<file path="config.mk">
export PLATFORM = sky130hd
export DESIGN_NAME = hc595_chain_driver
export DESIGN_NICKNAME = d
export VERILOG_FILES = /design/src/rtl/hc595_chain_driver.sv
export SDC_FILE = /design/constraint.sdc
export NUM_CORES = 1
export LEC_CHECK = 0
export CAP_MARGIN = 20
export CORE_MARGIN = 4
export CORE_UTILIZATION = 49
export DETAILED_ROUTE_END_ITERATION = 6
export HOLD_SLACK_MARGIN = 0.05
export PLACE_DENSITY = 0.73
export SKIP_LAST_GASP = 1
export SYNTH_ARGS = -nofsm -noshare
export SYNTH_HDL_FRONTEND = slang
export SYNTH_SLANG_ARGS = --single-unit
</file>
<file path="constraint.sdc">
create_clock -name clk -period 1.85 [get_ports clk]
set_input_delay 0.37 -clock clk [delete_from_list [all_inputs] [get_ports clk]]
set_output_delay 0.37 -clock clk [all_outputs]
set_load 0.03 [all_outputs]
</file>
<file path="src/rtl/hc595_chain_driver.sv">
// Serialises an N_CHIPS x 8-bit word into a cascade of 74HC595 shift registers,
// generating SER/SRCLK/RCLK/OE_n from a start/ready handshake.
module hc595_chain_driver #(
    parameter int N_CHIPS     = 2,
    parameter int HALF_PERIOD = 500,
    parameter bit MSB_FIRST   = 1'b1
) (
    input  logic                   clk,
    input  logic                   rst_n,
    input  logic                   start,
    input  logic [8*N_CHIPS-1:0]   data,
    output logic                   ready,
    output logic                   done,
    output logic                   ser,
    output logic                   srclk,
    output logic                   rclk,
    output logic                   oe_n
);
    localparam int W  = 8 * N_CHIPS;
    localparam int BW = $clog2(W);
    localparam int TW = $clog2(HALF_PERIOD) + 1;
    localparam logic [BW-1:0] BIT_LAST = BW'(W - 1);
    localparam logic [TW-1:0] TMR_LAST = TW'(HALF_PERIOD - 1);

    typedef enum logic [2:0] {
        IDLE,
        SHIFT_LO,
        SHIFT_HI,
        LATCH_SU,
        LATCH
    } state_t;

    state_t        state_q, state_d;
    logic [TW-1:0] tmr_q, tmr_d;
    logic [BW-1:0] bit_q, bit_d;
    logic [W-1:0]  sreg_q, sreg_d;
    logic          ser_q, ser_d;
    logic          srclk_q, srclk_d;
    logic          rclk_q, rclk_d;
    logic          ready_q, ready_d;
    logic          done_q, done_d;
    logic          oe_n_q, oe_n_d;
    logic          phase_end;

    function automatic logic first_bit(input logic [W-1:0] v);
        return MSB_FIRST ? v[W-1] : v[0];
    endfunction

    function automatic logic [W-1:0] advance(input logic [W-1:0] v);
        return MSB_FIRST ? (v << 1) : (v >> 1);
    endfunction

    always_ff @(posedge clk or negedge rst_n) begin
        if (!rst_n) begin
            state_q <= IDLE;
            tmr_q   <= '0;
            bit_q   <= '0;
            sreg_q  <= '0;
            ser_q   <= 1'b0;
            srclk_q <= 1'b0;
            rclk_q  <= 1'b0;
            ready_q <= 1'b1;
            done_q  <= 1'b0;
            oe_n_q  <= 1'b1;
        end else begin
            state_q <= state_d;
            tmr_q   <= tmr_d;
            bit_q   <= bit_d;
            sreg_q  <= sreg_d;
            ser_q   <= ser_d;
            srclk_q <= srclk_d;
            rclk_q  <= rclk_d;
            ready_q <= ready_d;
            done_q  <= done_d;
            oe_n_q  <= oe_n_d;
        end
    end

    always_comb begin
        state_d   = state_q;
        tmr_d     = tmr_q;
        bit_d     = bit_q;
        sreg_d    = sreg_q;
        oe_n_d    = oe_n_q;
        done_d    = 1'b0;
        phase_end = (tmr_q == TMR_LAST);

        if (state_q != IDLE) begin
            tmr_d = phase_end ? '0 : tmr_q + TW'(1);
        end

        case (state_q)
            IDLE: begin
                if (start && ready_q) begin
                    sreg_d  = data;
                    bit_d   = '0;
                    state_d = SHIFT_LO;
                end
            end
            SHIFT_LO: begin
                if (phase_end) state_d = SHIFT_HI;
            end
            SHIFT_HI: begin
                if (phase_end) begin
                    if (bit_q == BIT_LAST) begin
                        state_d = LATCH_SU;
                    end else begin
                        bit_d   = bit_q + BW'(1);
                        sreg_d  = advance(sreg_q);
                        state_d = SHIFT_LO;
                    end
                end
            end
            LATCH_SU: begin
                if (phase_end) state_d = LATCH;
            end
            LATCH: begin
                if (phase_end) begin
                    state_d = IDLE;
                    done_d  = 1'b1;
                    oe_n_d  = 1'b0;
                end
            end
            default: state_d = IDLE;
        endcase

        // Pins are registered from the next state, so each one changes exactly on a phase edge.
        ser_d   = first_bit(sreg_d);
        srclk_d = (state_d == SHIFT_HI);
        rclk_d  = (state_d == LATCH);
        ready_d = (state_d == IDLE);
    end

    assign ready = ready_q;
    assign done  = done_q;
    assign ser   = ser_q;
    assign srclk = srclk_q;
    assign rclk  = rclk_q;
    assign oe_n  = oe_n_q;

endmodule

</file>
== Word level (Yosys, flattened, before mapping) ==
Index checks and enable logic that the tools add are counted.
Cells by class
  reductions and logical operators: 7
  $add $sub $neg: 2
  equality and inequality tests: 11
  multiplexer cells: 18
Operators by type and width (count)
  2-to-1 mux 16 bit: 3
  one-hot mux 16 bit (2 select lines): 1
  2-to-1 mux 3 bit: 5
  one-hot mux 3 bit (5 select lines): 1
  2-to-1 mux 4 bit: 3
  adder 10 x 1 -> 10 bit (second input constant): 1
  equality test 10 x 9 -> 1 bit (second input constant): 1
  2-to-1 mux 10 bit: 1
  equality test 3 x 2 -> 1 bit (second input constant): 3
  one-hot mux 4 bit (2 select lines): 1
  equality test 3 bit (second input constant): 2
  zero test 3 bit: 2
  inequality test 2 bit (second input constant): 3
  adder 4 x 1 -> 4 bit (second input constant): 1
  equality test 4 bit (second input constant): 1
  AND reduction 4 bit: 1
  equality test 3 x 1 -> 1 bit (second input constant): 1
  nonzero test 3 bit: 1
  2-to-1 mux 1 bit: 2
  2-to-1 mux 2 bit: 1
  AND reduction 2 bit: 1
  nonzero test 2 bit: 1
  logical AND 1 bit: 1
Storage, ports and cells
  register bits: 38
  logic and storage cells: 48
  input port bits: 19

== Logic depth before layout (Yosys ltp) ==
  word-level depth: 5
  mapped depth: 7
  depth with buffers taken out: 5

== Least setup slack after synthesis ==
Ideal clock, no wire load.
  path type: reg-to-reg
  from: register tmr_q[0]
  to: register sreg_q[12]
  required time: 1725 ps
  arrival time: 1735 ps
  stages on the path, launching flop included: 8
  path slack: -10 ps
  cell sequence: dfrtp_1 > ha_1 > nor4b_4 > and4_4 > o21a_1 > buf_6 > buf_12 > mux2_4
On the way
  longest elaborated chain between the ends: 3
RTL lines
  start: declaration: line 34  | logic [TW-1:0] tmr_q, tmr_d;
  start signal: assignment: line 67  | tmr_q <= tmr_d;
  equality test 10 x 9 -> 1 bit: line 86  | phase_end = (tmr_q == TMR_LAST);
  inequality test 2 bit (no line)
  AND reduction 4 bit (no line)
  end signal: assignment: line 69  | sreg_q <= sreg_d;
  end: declaration: line 36  | logic [W-1:0] sreg_q, sreg_d;
Every way passes these cells.
A chain may end at the register's enable or synchronous reset.

== Worst setup path after layout ==
  from: register tmr_q[0]
  to: register sreg_q[3]
Same word-level chain as after synthesis.

==> impl_metrics.toml <==
[clock_network]
cts-root-buf = "clkbuf_8"
numCtsBuffers = 5
hold_buffers = 0
cts_sinks = 38
clk_pin_slew_ns = 0.07
clockBufferDepth = 2
clkLatencyLatePin_ns = 0.29
cts_tree = "done"
htree_num_levels = 2

[yosys]
ys_types = 41
yosysTopAreaCell = "dfrtp_1"
syn_avg_cell_area_um2 = 12.0
muxShareOfSynthArea_pct = 19.0
synth.most_common_cell = "dfrtp_1"
synth_xor_area_share_pct = 3.58
yosys.area_share.simple_pct = 15.1
yosysTopAreaCellShare_pct = 46.0
synth_compound_area_share_pct = 7.09
ys_seq_elements = 38
syn-instance-count = 163
synthesis.area_um2 = 1960
synth_area_leaders = "dfrtp_1 (46%), mux2_2 (12%), mux2_4 (6.9%)"
synth.net_count = 184
ys_seq_area_share_pct = 48.7
synthFlopType = "dfrtp_1"
yosys-top-cells-count = "dfrtp_1 (36), mux2_2 (21), nor2_1 (17), mux2_4 (9), nand2_1 (9)"
async_reset_ff_share_pct = 100
synth_top_family_by_area = "multiplexers"
synth-edff-count = 0
yosysWarnings = 0
synthAdderAreaFrac_pct = 1.28

[timing]
clock_skew_ns = 0.00454
fmax_mhz = 565
worst_pin_slew_ns = 0.571
period_needed_ns = 1.77
drv_slew = 0
slew-limit-headroom_pct = 61.7
setup_viol = 0
rsz0062_at_grt = "true"
fin_crit_sh_pct = 95.6
hold_viol_final = 0

[routing]
dr.pass1.iters = 4
post_drt_via_cell_ratio = 5.49
drtIter0Drc = 101
routed_wirelength_um = 3820
num_vias = 1390
ant_nets = 0
drc = 0
wl_per_cell_um = 15.1

[worst_setup_path]
crit_fanout = 8
cp_data_arrival_time_ns = 1.94
critPathRequiredTime_ns = 2.02
cp-start-kind = "register"
critPathCaptureType = "register"
worstSetupPathType = "reg2reg"

[finish]
design_area_um2 = 2440
fin_nets = 225
area.growth.synth_to_final_pct = 24.7
diodes = 0
drive_gt1_share_pct = 33.2
instances_no_fill = 253

[power]
power_density_nw_per_um2 = 607
finalPower_mw = 1.48
leakage_nw = 1.09
irDropWorstVdd_mv = 0.387

[place]
gp_congestion = 0.800
place_hpwl_um = 2750
io_buffers = 24
place_area_um2 = 2290
dp.cells = 242

[job]
cap_violations = 0

[global_routing]
gr-usage-all-layers_pct = 16.3
met3_usage_pct = 4.63
grt_pass1_vias = 1431
overflow = 0
met1_usage_pct = 19.6
grt-busiest-layer = "met2"
antenna_found_initial = 0
grtUsageMet2_pct = 28.0
grt_pass1_wl_um = 6550
grt_start_max_net_pins = 39

[die]
fp.dieW_um = 71.2
ioPinCount = 25
fp.dieArea_um2 = 5070
core-area_um2 = 3770
start_util_pct = 51.9
rows = 22
die_y_um = 71.2

[hold_path]
hp-class = "in2async"

[status]
status = "finished clean"
## layer usage
metal  share of wire, %  up-vias
met3                4.0        7
met4                1.4        0
met5                  0        -
li1                   -      664
met1                 43      686
met2                 51       33
## cell families after synthesis
group,Yosys count
compound gates,21
buf+inv,11
simple gates,53
flops,38
fa+ha+maj,2
xor+xnor,8
mux,30
## worst max-delay path, cell delays in order, from the launching register on
cell and delay [ns]:
dfrtp_1 0.40, ha_4 0.17, nor4b_4 0.21, and4_4 0.26
o21a_4 0.15, clkbuf_16 0.16, mux2_4 0.30
## worst paths after layout
path	slack [ns]	end	cells past startpoint	startpoint
min in group clk	0.48	oe_n	1	oe_n
max in group asynchronous	1.38	oe_n	2	rst_n
worst max register to register	0.08	sreg_q[3]	6	tmr_q[0]
worst max-delay path	0.08	sreg_q[3]	6	tmr_q[0]
worst min register to register	0.48	oe_n	1	oe_n
worst min-delay path	0.12	rclk	2	rst_n
## what timing repair did
action / CTS / global route
pin swaps: 0 / 2
endpoints found under the hold margin: 0 / 0
cloned: 0 / 1
resized for setup: 2 / 5
setup buffers: 0 / 2
endpoints found under the setup margin: 2 / 23
## through the flow
stage | setup WS [ns] | utilization, % | TNS, ns | hold slack [ns]
4_1_cts | 0.0144 | 63.0 | 0 | 0.129
6_report | 0.0814 | 64.7 | 0 | 0.120
3_5_place_dp | -0.0131 | 60.6 | -0.0411 | 0.446
5_1_grt | -0.0341 | 64.7 | -0.198 | 0.168
3_3_place_gp | -0.00228 | 60.6 | -0.00776 | 0.435
2_1_floorplan | -0.00561 | - | -0.0505 | 0.0744
## area by class of cell
type                            count  area [um^2]
Clock buffer                        7         86.3
Clock inverter                      1         5.00
Fill cell                         283         1330
Inverter                            4         15.0
Multi-Input combinational cell    114          931
Sequential cell                    38          953
Tap cell                           48         60.1
Timing Repair Buffer               41          390
## cell usage in the layout, fill, tap and decap left out, types with 2 or more instances in the layout
cell type / synthesis / routed
inv_1: 4 / 4
a21oi_1: 5 / 5
nand2_1: 9 / 9
a31oi_1: 2 / 2
dlygate4sd2_1: 0 / 2
or3_1: 2 / 2
dfrtp_1: 36 / 36
xnor2_1: 7 / 7
nor3b_1: 3 / 3
nand4_1: 4 / 4
clkbuf_8: 3 / 6
mux2_2: 21 / 21
o32ai_1: 2 / 2
dfstp_2: 2 / 2
nor3_1: 2 / 2
mux2_4: 9 / 9
nor2_1: 17 / 16
o21ai_0: 4 / 4
buf_4: 0 / 15
nand3_1: 6 / 6
clkdlybuf4s50_1: 0 / 21
## registers in the layout, indices dropped and copies added, names as in the netlist
register	count
sreg_q	16
ready	1
done	1
rclk	1
srclk	1
bit_q	4
tmr_q	10
oe_n	1
state_q	3
## power by group
group	leakage (nW)	internal [mW]	total [mW]	switching [mW]
clock	0.0482	0.300	0.581	0.281
sequential	0.488	0.831	0.831	0
combinational	0.554	0.0453	0.0700	0.0247
No activity file was read; power rests on OpenSTA's default activity.
